<file path="config.mk">
export PLATFORM = sky130hd
export DESIGN_NAME = multicycle_seq
export DESIGN_NICKNAME = d
export VERILOG_FILES = /design/src/rtl/multicycle_seq.sv
export SDC_FILE = /design/constraint.sdc
export NUM_CORES = 1
export LEC_CHECK = 0
export BUFFER_PORTS_ARGS = -buffer_cell sky130_fd_sc_hd__buf_2
export CORE_UTILIZATION = 60
export CTS_BUF_LIST = sky130_fd_sc_hd__clkbuf_4 sky130_fd_sc_hd__clkbuf_8
export DETAILED_ROUTE_END_ITERATION = 10
export PLACE_DENSITY = 0.86
export REMOVE_ABC_BUFFERS = 1
export SLEW_MARGIN = 40
export SYNTH_ARGS = -nofsm -noshare
export SYNTH_HDL_FRONTEND = slang
export SYNTH_SLANG_ARGS = --single-unit
export TNS_END_PERCENT = 5
</file>
<file path="constraint.sdc">
create_clock -name clk -period 3.3 [get_ports clk]
set_input_delay 0.33 -clock clk [delete_from_list [all_inputs] [get_ports clk]]
set_output_delay 0.33 -clock clk [all_outputs]
set_load 0.03 [all_outputs]
</file>
<file path="src/rtl/multicycle_seq.sv">
// Multicycle RISC-V style control sequencer: FETCH/DECODE/EXEC/MEM/WB with a
// memory-wait watchdog that drops into a sticky TRAP state.
module multicycle_seq #(
    parameter int unsigned DATA_WIDTH  = 32,
    parameter int unsigned MEM_TIMEOUT = 16
) (
    input  logic                  clk,
    input  logic                  rst_n,
    input  logic [6:0]            op,
    input  logic                  branch_taken,
    input  logic                  mem_ready,
    output logic                  mem_req,
    output logic                  mem_we,
    output logic                  addr_sel,
    output logic                  ir_we,
    output logic                  reg_we,
    output logic                  pc_we,
    output logic                  pc_sel,
    output logic [2:0]            state,
    output logic                  trap,
    output logic [DATA_WIDTH-1:0] instret
);

    localparam int unsigned WAIT_W = 8;
    localparam logic [WAIT_W-1:0] TIMEOUT = WAIT_W'(MEM_TIMEOUT);

    localparam logic [6:0] OP_R      = 7'b0110011;
    localparam logic [6:0] OP_I      = 7'b0010011;
    localparam logic [6:0] OP_LOAD   = 7'b0000011;
    localparam logic [6:0] OP_STORE  = 7'b0100011;
    localparam logic [6:0] OP_BRANCH = 7'b1100011;
    localparam logic [6:0] OP_JAL    = 7'b1101111;
    localparam logic [6:0] OP_JALR   = 7'b1100111;
    localparam logic [6:0] OP_LUI    = 7'b0110111;
    localparam logic [6:0] OP_AUIPC  = 7'b0010111;

    typedef enum logic [2:0] {
        S_FETCH  = 3'd0,
        S_DECODE = 3'd1,
        S_EXEC   = 3'd2,
        S_MEM    = 3'd3,
        S_WB     = 3'd4,
        S_TRAP   = 3'd5
    } state_e;

    state_e                r_state;
    logic [6:0]            r_op;
    logic [WAIT_W-1:0]     r_wait;
    logic                  r_trap;
    logic [DATA_WIDTH-1:0] r_instret;

    logic w_supported;
    logic w_is_load;
    logic w_is_store;
    logic w_is_branch;
    logic w_is_jump;
    logic w_wait_expired;

    // Decode legality uses the live opcode; everything after DECODE uses r_op
    always_comb begin
        w_supported = 1'b0;
        case (op)
            OP_R, OP_I, OP_LOAD, OP_STORE, OP_BRANCH,
            OP_JAL, OP_JALR, OP_LUI, OP_AUIPC: w_supported = 1'b1;
            default:                           w_supported = 1'b0;
        endcase
    end

    assign w_is_load      = (r_op == OP_LOAD);
    assign w_is_store     = (r_op == OP_STORE);
    assign w_is_branch    = (r_op == OP_BRANCH);
    assign w_is_jump      = (r_op == OP_JAL) || (r_op == OP_JALR);
    assign w_wait_expired = (r_wait == TIMEOUT);

    // Strobes are pure decodes of the current state so they act in the same cycle
    always_comb begin
        mem_req  = 1'b0;
        mem_we   = 1'b0;
        addr_sel = 1'b0;
        ir_we    = 1'b0;
        reg_we   = 1'b0;
        pc_we    = 1'b0;
        pc_sel   = 1'b0;
        case (r_state)
            S_FETCH: begin
                mem_req = 1'b1;
                ir_we   = mem_ready;
            end
            S_EXEC: begin
                if (w_is_branch) begin
                    pc_we  = 1'b1;
                    pc_sel = branch_taken;
                end
            end
            S_MEM: begin
                mem_req  = 1'b1;
                addr_sel = 1'b1;
                mem_we   = w_is_store;
                pc_we    = mem_ready && w_is_store;
            end
            S_WB: begin
                reg_we = 1'b1;
                pc_we  = 1'b1;
                pc_sel = w_is_jump;
            end
            default: ;
        endcase
    end

    // Sequencer; a ready response in the expiry cycle still takes the normal path
    always_ff @(posedge clk or negedge rst_n) begin
        if (!rst_n) begin
            r_state   <= S_FETCH;
            r_op      <= 7'd0;
            r_wait    <= '0;
            r_trap    <= 1'b0;
            r_instret <= '0;
        end else begin
            if (pc_we) begin
                r_instret <= r_instret + DATA_WIDTH'(1);
            end
            case (r_state)
                S_FETCH: begin
                    if (mem_ready) begin
                        r_state <= S_DECODE;
                        r_wait  <= '0;
                    end else if (w_wait_expired) begin
                        r_state <= S_TRAP;
                        r_wait  <= '0;
                        r_trap  <= 1'b1;
                    end else begin
                        r_wait <= r_wait + WAIT_W'(1);
                    end
                end
                S_DECODE: begin
                    r_op   <= op;
                    r_wait <= '0;
                    if (w_supported) begin
                        r_state <= S_EXEC;
                    end else begin
                        r_state <= S_TRAP;
                        r_trap  <= 1'b1;
                    end
                end
                S_EXEC: begin
                    r_wait <= '0;
                    if (w_is_load || w_is_store) begin
                        r_state <= S_MEM;
                    end else if (w_is_branch) begin
                        r_state <= S_FETCH;
                    end else begin
                        r_state <= S_WB;
                    end
                end
                S_MEM: begin
                    if (mem_ready) begin
                        r_state <= w_is_load ? S_WB : S_FETCH;
                        r_wait  <= '0;
                    end else if (w_wait_expired) begin
                        r_state <= S_TRAP;
                        r_wait  <= '0;
                        r_trap  <= 1'b1;
                    end else begin
                        r_wait <= r_wait + WAIT_W'(1);
                    end
                end
                S_WB: begin
                    r_state <= S_FETCH;
                    r_wait  <= '0;
                end
                S_TRAP: begin
                    r_trap <= 1'b1;
                    r_wait <= '0;
                end
                default: begin
                    r_state <= S_TRAP;
                    r_trap  <= 1'b1;
                    r_wait  <= '0;
                end
            endcase
        end
    end

    assign state   = r_state;
    assign trap    = r_trap;
    assign instret = r_instret;

endmodule

</file>
==> reports/qor.yml, run 1 <==
cts_htree_levels: 2
ys.warnings.count: 0
placed_cell_area_mm2: 0.00300
power.density_cell_area_mw_per_mm2: 536
hold_ws_ns: 0.0249
antenna_cells_inserted: 0
skew_ns: 0.00734
path_clk_slew_ns: 0.09
post_drt_via_cell_ratio: 5.72
unrepaired_setup_endpoints_after_global_routing: "no"
wl_met2_um: 2340
route.detailed.drc: 0
detailroute.via_count: 1984
synth_most_common_cell: "dfrtp_1"
hold_path.class: "input port to async pin"
grt_pass1_vias: 1921
async_flop_share_pct: 100
syn_to_final_growth_pct: 14.3
fin_crit_ns: 2.32
clock_sink_count: 51
top_signal_layer_used: "met4"
critical_path.endpoint_type: "output pin"
placed_cells: 339
worst_slew_pin_tran_ns: 0.644
synthesis.instances: 242
route.layer.met1.wl_um: 2350
i_o_pin_cnt: 54
ys_dominant_reg_cell: "dfrtp_1"
total_of_endpoints_with_negative_setup_slack_in_the_final_report: 0
grt_first_pass_wirelength_um: 8710
worstSetupPathType: "flip-flop to output pin"
slew_headroom_pct: 57.1
timing.final.max_slew_violations: 0
die_area_mm2: 0.00482
finish.net_count: 308
post_cts_resized: 0
tritoncts_clock_tree: "built"
met3RoutedLength_um: 223
finalNonFillerCells: 347
drt_iter0_drc: 92
max-vdd-ir-drop_uv: 646
std_cell_rows: 24
ys_ff_latch: 51
maxCapViolations: 0
floorplan.die.width_um: 69.5
dpl.hpwl_um: 3470
synthDominantCellAreaShare_pct: 46.7
critical_path.max_fanout: 13
start_util_pct: 62.7
clkLatencyLatePin_ns: 0.30
synth_commonest_cells: "51 x dfrtp_1, 33 x xor2_1, 16 x nor2_1, 14 x nand2_1, 14 x nand3_1"
post_cts_hold_buffer_count: 0
fraction_of_final_layout_cells_with_drive_strength_greater_than_1_pct: 33.6
cts.root.buffer_cell: "clkbuf_8"
drt-total-wl_um: 5000
coreArea_mm2: 0.00435
synth.yosys.seq_area_share_pct: 46.7
status: "completed"
area_contributors_post_synth: "dfrtp_1 47%, xor2_1 11%, nor4_2 4.6%"
fp.dieH_um: 69.5
yosys.cell_types.count: 46
accumulated_negative_setup_slack_ns: 0
start_kind: "flip-flop"
antenna_found_initial: 0
netlist.top_cell.by_area: "dfrtp_1"
globalRoute.totalOverflow: 0
min_period_over_period_pct: 70.4
finalWeightedCongestion: 0.811
numCtsBuffers: 5
maxClockFrequency_mhz: 431
worst_ep_required_time_ns: 2.97
postSynthAreaPerCell_um2: 11.3
worst_ep_arrival_time_ns: 1.99
global_route.usage.total_pct: 22.5
route.detailed.wl_per_inst_um: 14.4
leakage_uw: 0.00153
hold_viol: 0
fin_area_mm2: 0.00312
synth_edf_count: 0
io_buffers: 53
detail-route-antenna-nets: 0
drt-pass1-iter-count: 4
post_synth_instance_area_mm2: 0.00273
grt_max_degree: 52
cts_post_setup_buffers_inserted: 0
clockBufferDepth: 2
## sequential cells by signal, summed over array words and instances (netlist names)
signal   flops
trap         1
r_wait       8
r_op         7
instret     32
state        3
## cell families after synthesis
kind of cell | count (synthesis) | share of synthesized area [%]
and+or+nand+nor | 108 | 27.7
DFF | 51 | 46.7
xor gates and xnor gates | 37 | 11.9
buffers and inverters | 19 | 3.90
AOI/OAI and AO/OA | 16 | 5.09
muxes | 8 | 3.30
adders and majority gates | 3 | 1.38
## final cells by class
class / count / area [um^2]
clock buffer: 6 / 82.6
timing repair buffer: 54 / 275
fill: 326 / 1230
multi-input combinational: 172 / 1350
sequential: 51 / 1280
inverter: 10 / 37.5
tap: 52 / 65.1
clock inverter: 2 / 35.0
## per-stage QoR
step                      utilization (%)  worst slack, ns  power [uW]
after floorplan                         -            0.772        1110
after global placement               68.9             1.12        1230
after detailed placement             68.9             1.03        1230
after CTS                            71.6            0.961        1690
after global routing                 71.6            0.853        1760
final                                71.6            0.978        1670
## metal layers
layer	vias up	global-route usage [%]
li1	953	-
met1	976	30.9
met2	46	35.4
met3	9	4.65
met4	0	8.16
met5	-	0
## final timing paths
path	slack, ns	to	cells after the start	startpoint
setup reg to reg	1.02	instret[31]	6	state[2]
setup / recovery	0.98	pc_we	5	state[2]
hold / removal	0.02	r_op[3]	1	rst_n
max in group asynchronous	2.82	instret[19]	1	rst_n
min in group clk	0.26	r_op[0]	2	op[0]
hold reg to reg	0.48	instret[31]	1	instret[31]
## report_power, final
| part | internal, uW | total (uW) | switching, uW |
|---|---|---|---|
| combinational | 163 | 415 | 252 |
| clock | 245 | 449 | 203 |
| sequential | 702 | 808 | 106 |
| total | 1110 | 1670 | 561 |
## critical path, cell delays in order, from the launching register on
cell      delay (ns)
dfrtp_1         0.51
nand2b_1        0.27
o41ai_2         0.44
a41oi_4         0.15
inv_1           0.12
buf_2           0.20
## cell usage in the layout (no fill, tap or decap), drive strengths merged, types with 2 or more instances in the layout
| master | instances |
|---|---|
| nand2b | 2 |
| or3b | 2 |
| dfrtp | 51 |
| xor2 | 33 |
| nor3b | 4 |
| buf | 54 |
| nand4 | 3 |
| xnor2 | 4 |
| inv | 10 |
| or2 | 6 |
| nor4 | 11 |
| ha | 3 |
| nor4b | 8 |
| nand3b | 3 |
| nand2 | 14 |
| nand3 | 16 |
| a21oi | 4 |
| clkbuf | 6 |
| nor2 | 17 |
| o21ai | 3 |
| mux2 | 8 |
| nor3 | 13 |
| or3 | 2 |
| and3 | 3 |
No activity file was read; power rests on OpenSTA's default activity.
==> run 2: changes to the inputs <==
--- a/config.mk
+++ b/config.mk
@@ -6,10 +6,10 @@
 export NUM_CORES = 1
 export LEC_CHECK = 0
 export BUFFER_PORTS_ARGS = -buffer_cell sky130_fd_sc_hd__buf_2
-export CORE_UTILIZATION = 60
+export CORE_UTILIZATION = 51
 export CTS_BUF_LIST = sky130_fd_sc_hd__clkbuf_4 sky130_fd_sc_hd__clkbuf_8
 export DETAILED_ROUTE_END_ITERATION = 10
-export PLACE_DENSITY = 0.86
+export PLACE_DENSITY = 0.78
 export REMOVE_ABC_BUFFERS = 1
 export SLEW_MARGIN = 40
 export SYNTH_ARGS = -nofsm -noshare
==> constraint.sdc (replaced) <==
create_clock -name clk -period 1.99 [get_ports clk]
set_input_delay 0.199 -clock clk [delete_from_list [all_inputs] [get_ports clk]]
set_output_delay 0.199 -clock clk [all_outputs]
set_load 0.03 [all_outputs]
==> reports/qor.yml, run 2 (same netlist as run 1, synthesis figures left out) <==
maxCapViolations: 0  # unchanged
worstSetupPathType: "flip-flop to output pin"
post_drt_via_cell_ratio: 5.36  # -6.3%
cell_internal_pwr_uw: 1990  # +80%
status: "complete, but fails checks"
skew_ns: 0.00646  # -0.000886 ns
worst-r2r-cell-count: 8  # +2
drt-total-wl_um: 6120  # +22%
grt_pass1_vias: 2019  # +5.1%
detailroute.via_count: 2090  # +5.3%
start_kind: "flip-flop"
fin_crit_ns: 2.01
drt_iter0_drc: 136  # +48%
worst_slew_pin_tran_ns: 0.611  # -0.0331 ns
unrepaired_setup_endpoints_after_global_routing: "yes"
io_buffers: 53  # unchanged
placed_cell_area_mm2: 0.00315  # +4.8%
hold_path.class: "input port to flip-flop"
share_comb_of_total_power_pct: 32.9  # +8.1 points
path_clk_slew_ns: 0.09  # about the same
final-seq-area_mm2: 0.00128  # unchanged
worstPathCellList: "nand2b_4, buf_6, or4_4, a21oi_2, buf_6"
numCtsBuffers: 5  # unchanged
finish.net_count: 334  # +8.4%
critical_path.max_fanout: 3  # -10
critPathMaxStageDelay_ns: 0.47  # -0.04 ns
setup_slack_ns: -0.0227  # -1.00 ns
max-vdd-ir-drop_uv: 870  # +35%
cp-endpoint: "pc_sel"
route.detailed.wl_per_inst_um: 15.7  # +8.8%
hold_viol: 0  # unchanged
power.density_cell_area_mw_per_mm2: 869  # +62%
die_area_mm2: 0.00565  # +17%
timing.critical_path.slowest_stage_cell: "or4_4"
syn_to_final_growth_pct: 28.3
total_of_endpoints_with_negative_setup_slack_in_the_final_report: 3  # +3
final_cell_mix: "51 x dfrtp_1, 50 x buf_2, 33 x xor2_1"
clock_sink_count: 51  # unchanged
fillerInstances: 383  # +17%
drt-pass1-iter-count: 4  # unchanged
grt_max_degree: 27  # -48%
clkLatencyLatePin_ns: 0.30  # about the same
wl_met2_um: 3070  # +31%
multi_input_comb_area_mm2: 0.00146  # +8.4%
worst_ep_required_time_ns: 1.79  # -1.18 ns
slew_headroom_pct: 59.3  # +2.2 points
pwr-share-seq_pct: 43.5  # -4.9 points
fin_area_mm2: 0.00350  # +12%
min_period_over_period_pct: 101
globalRoute.totalOverflow: 0  # unchanged
cp_startpoint: "state[2]"
layout.cells.most_common: "dfrtp_1"
cts_htree_levels: 2  # unchanged
regToRegSetupSlack_ns: 0  # -1.02 ns
dpl.hpwl_um: 3930  # +13%
maxClockFrequency_mhz: 497
met3RoutedLength_um: 265  # +19%
fp.dieH_um: 75.2  # +8.2%
reg2reg_to: "instret[1]"
route.layer.met1.wl_um: 2700  # +15%
timing.final.max_slew_violations: 0  # unchanged
route.detailed.drc: 0  # unchanged
grt_first_pass_wirelength_um: 9380  # +7.6%
critical_path.endpoint_type: "output pin"
fraction_of_final_layout_cells_with_drive_strength_greater_than_1_pct: 42.8  # +9.3 points
violated_checks: "negative setup slack"
i_o_pin_cnt: 54  # unchanged
power.switching_uw: 1050  # +87%
netSwitchingFraction_pct: 34.4  # +0.88 points
antenna_cells_inserted: 0  # unchanged
cts.root.buffer_cell: "clkbuf_8"
critical_path.most_common_cell: "buf_6"
antenna_found_initial: 0  # unchanged
std_cell_rows: 26  # +8.3%
start_util_pct: 53.1  # -9.6 points
floorplan.die.width_um: 75.2  # +8.2%
finalWeightedCongestion: 0.790  # -2.6%
detail-route-antenna-nets: 0  # unchanged
clockBufferDepth: 2  # unchanged
top_signal_layer_used: "met4"
global_route.usage.total_pct: 22.1  # -0.38 points
worst_ep_arrival_time_ns: 1.81  # -0.18 ns
max_reg_flops: 32  # unchanged
r2r-start: "state[2]"
proportion_of_power_drawn_by_the_clock_network_pct: 23.6  # -3.2 points
tritoncts_clock_tree: "built"
finish.utilization_pct: 68.1  # -3.5 points
coreArea_mm2: 0.00514  # +18%
leakage_uw: 0.00178  # +16%
-- run 2: cell types whose count changed in the layout (fill, tap and decap cells not counted), sizes merged --
cell,previous run,this run
dlygate4sd3,0,1
buf,54,78
clkinv,1,0
clkbuf,6,7
-- run 2: power groups by stage --
stage / Clock (uW) / Sequential, uW / Combinational, uW
global placement: 0 / 1320 / 780
detailed placement: 0 / 1330 / 792
floorplan: 0 / 1440 / 401
global route: 771 / 1340 / 1060
finish: 719 / 1320 / 1000
CTS: 724 / 1310 / 852
-- run 2: how the worst min path moves through the flow --
stage,from,end,cells past startpoint
after floorplan,rst_n,instret[0],0
after CTS,op[0],r_op[0],2
after detailed placement,rst_n,state[0],1
final,op[0],r_op[0],2
after global routing,op[0],r_op[0],2
after global placement,rst_n,r_op[5],1
-- run 2: per-layer routing --
| metal | track usage, % | vias up |
|---|---|---|
| met5 | 0 | - |
| met3 | 4.95 | 11 |
| li1 | - | 1005 |
| met2 | 37.1 | 53 |
| met1 | 29.0 | 1021 |
| met4 | 6.17 | 0 |
-- run 2: cell type report --
cell class | instances | share of cell area, %
clock inverters | 1 | 0.857
well taps | 70 | 2.50
flip-flops and latches | 51 | 36.4
repair buffers | 80 | 15.3
multi-input cells | 172 | 41.7
inverters | 10 | 1.07
clock buffers | 6 | 2.18
-- run 2: critical path: cells and delay by family (launching register included) --
family,cells,cell delay [ns]
flip-flops,1,0.42
AO/OA/AOI/OAI,1,0.18
buffers and inverters,2,0.28
AND/OR/NAND/NOR,2,0.64
-- run 2: what timing repair did --
| item | CTS | global route |
|---|---|---|
| hold buffers | 1 | 0 |
| hold endpoints to repair | 25 | 0 |
| gates cloned | 0 | 1 |
| setup buffers | 4 | 5 |
| resized for setup | 9 | 22 |
| pin swaps | 3 | 3 |
| endpoints found under the setup margin | 3 | 25 |
-- run 2: through the flow --
stage / setup WS [ns] / setup TNS [ns] / power (uW) / instances / hold WS [ns]
CTS: 0.000334 / 0 / 2890 / 384 / 0.138
detailed placement: 0.0208 / 0 / 2130 / 372 / 0.238
finish: -0.0227 / -0.0264 / 3040 / 390 / 0.137
global route: -0.0850 / -0.892 / 3170 / 390 / 0.138
floorplan: -0.473 / -12.57 / 1840 / 233 / -0.0966
global placement: 0.103 / 0 / 2100 / 372 / 0.230
==> run 3: changes to the inputs <==
--- a/config.mk
+++ b/config.mk
@@ -9,9 +9,10 @@
 export CORE_UTILIZATION = 51
 export CTS_BUF_LIST = sky130_fd_sc_hd__clkbuf_4 sky130_fd_sc_hd__clkbuf_8
 export DETAILED_ROUTE_END_ITERATION = 10
+export GPL_TIMING_DRIVEN = 0
 export PLACE_DENSITY = 0.78
 export REMOVE_ABC_BUFFERS = 1
-export SLEW_MARGIN = 40
+export SLEW_MARGIN = 20
 export SYNTH_ARGS = -nofsm -noshare
 export SYNTH_HDL_FRONTEND = slang
 export SYNTH_SLANG_ARGS = --single-unit
==> reports/qor.yml, run 3 (same netlist as run 1, synthesis figures left out) <==
min_period_over_period_pct: 98.2  # -3.0 points
cts.root.buffer_cell: "clkbuf_8"
setup_slack_ns: 0.0365  # +0.0592 ns
maxCapViolations: 0  # unchanged
path_clk_slew_ns: 0.09  # about the same
floorplan.die.width_um: 75.2  # unchanged
cts_htree_levels: 2  # unchanged
critical_path.max_fanout: 8  # +5
fin_area_mm2: 0.00348  # -0.71%
std_cell_rows: 26  # unchanged
fraction_of_final_layout_cells_with_drive_strength_greater_than_1_pct: 42.3  # -0.50 points
finalNonFillerCells: 382  # -2.1%
route.detailed.wl_per_inst_um: 14.6  # -7.2%
drt-total-wl_um: 5560  # -9.1%
max_reg_flops: 32  # unchanged
leakage_uw: 0.00174  # -1.9%
max-vdd-ir-drop_uv: 1040  # +20%
detailroute.via_count: 2055  # -1.7%
power.density_cell_area_mw_per_mm2: 893  # +2.8%
antenna_found_initial: 0  # unchanged
top_signal_layer_used: "met4"
drt_iter0_drc: 118  # -13%
finalWeightedCongestion: 0.791  # +0.11%
detail-route-antenna-nets: 0  # unchanged
fin_crit_ns: 1.95  # -0.0592 ns
slew_headroom_pct: 56.6  # -2.6 points
finish.net_count: 326  # -2.4%
tritoncts_clock_tree: "built"
coreArea_mm2: 0.00514  # unchanged
route.detailed.drc: 0  # unchanged
wl_met2_um: 2780  # -9.6%
met3RoutedLength_um: 226  # -15%
io_buffers: 53  # unchanged
globalRoute.totalOverflow: 0  # unchanged
global_route.usage.total_pct: 21.1  # -1.0 points
start_kind: "flip-flop"
status: "completed"
grt_max_degree: 52  # +93%
maxClockFrequency_mhz: 512  # +3.0%
finish.utilization_pct: 67.6  # -0.49 points
worst_ep_required_time_ns: 2.21  # +0.42 ns
worst_slew_pin_tran_ns: 0.650  # +0.0397 ns
post_drt_via_cell_ratio: 5.38  # +0.38%
worstSetupPathType: "flip-flop to flip-flop"
i_o_pin_cnt: 54  # unchanged
fillerInstances: 394  # +2.9%
worst_ep_arrival_time_ns: 2.17  # +0.36 ns
layout.cells.most_common: "buf_2"
critical_path.endpoint_type: "flip-flop"
clockBufferDepth: 2  # unchanged
total_of_endpoints_with_negative_setup_slack_in_the_final_report: 0  # -3
route.layer.met1.wl_um: 2530  # -6.2%
skew_ns: 0.00945  # +0.00299 ns
die_area_mm2: 0.00565  # unchanged
hold_viol: 0  # unchanged
timing.final.max_slew_violations: 0  # unchanged
antenna_cells_inserted: 0  # unchanged
final_cell_mix: "49 x buf_2, 45 x dfrtp_1, 33 x xor2_1"
grt_pass1_vias: 2001  # -0.89%
start_util_pct: 53.1  # unchanged
fp.dieH_um: 75.2  # unchanged
clock_sink_count: 51  # unchanged
grt_first_pass_wirelength_um: 9110  # -2.9%
unrepaired_setup_endpoints_after_global_routing: "yes"
dp_slack_ns: -0.260  # -0.281 ns
hold_path.class: "input port to flip-flop"
syn_to_final_growth_pct: 27.4
clkLatencyLatePin_ns: 0.30  # about the same
drt-pass1-iter-count: 4  # unchanged
dpl.hpwl_um: 3520  # -11%
numCtsBuffers: 5  # unchanged
placed_cell_area_mm2: 0.00304  # -3.3%
placed_cells: 357  # -4.0%
[run 3: layout make-up]
type / instances / area (um^2) / area share, %
clock buffer: 6 / 76.3 / 2.20
clock inverter: 1 / 30.0 / 0.864
inverter: 10 / 37.5 / 1.08
multi-input combinational: 172 / 1460 / 42.0
sequential: 51 / 1280 / 36.9
tap: 70 / 87.6 / 2.52
timing repair buffer: 72 / 500 / 14.4
[run 3: critical path, stage by stage (launching register included)]
cell	delay [ns]
dfrtp_1	0.38
nand3b_1	0.22
o41ai_4	0.40
a41oi_4	0.06
buf_12	0.18
buf_16	0.14
nor4b_2	0.31
xor2_1	0.18
[run 3: report_power, final]
group,internal (uW),switching [uW]
Clock,383,322
Combinational,508,550
Sequential,1170,169
Total,2060,1040
[run 3: what timing repair did]
item | CTS | global route
resized for setup | 19 | 15
hold endpoints to repair | 51 | 0
setup endpoints to repair | 29 | 34
setup buffers | 10 | 5
cloned | 2 | 0
hold buffers | 1 | 0
pin swaps | 2 | 10
[run 3: metrics by stage]
step,hold WS (ns),power [uW],setup TNS (ns)
final,0.150,3110,0
after global routing,0.147,3250,-0.525
after CTS,0.142,3040,0
after detailed placement,0.263,2090,-4.37
after global placement,0.449,2020,-12.59
after floorplan,-0.0966,1840,-12.57
[run 3: per-layer routing]
layer  up-vias  track usage (%)
met5         -                0
met4         0             5.14
met3         4             4.42
met2        51             35.8
met1      1010             27.8
li1        990                -
[run 3: path summary, 6_finish.rpt]
check | start | to | slack [ns] | cells after the start
hold / removal | op[5] | r_op[5] | 0.15 | 2
min in group asynchronous | rst_n | r_op[6] | 0.47 | 2
hold reg to reg | instret[31] | instret[31] | 0.47 | 1
setup reg to reg | r_op[4] | instret[28] | 0.04 | 7
setup / recovery | r_op[4] | instret[28] | 0.04 | 7
max in group asynchronous | rst_n | state[0] | 1.04 | 2
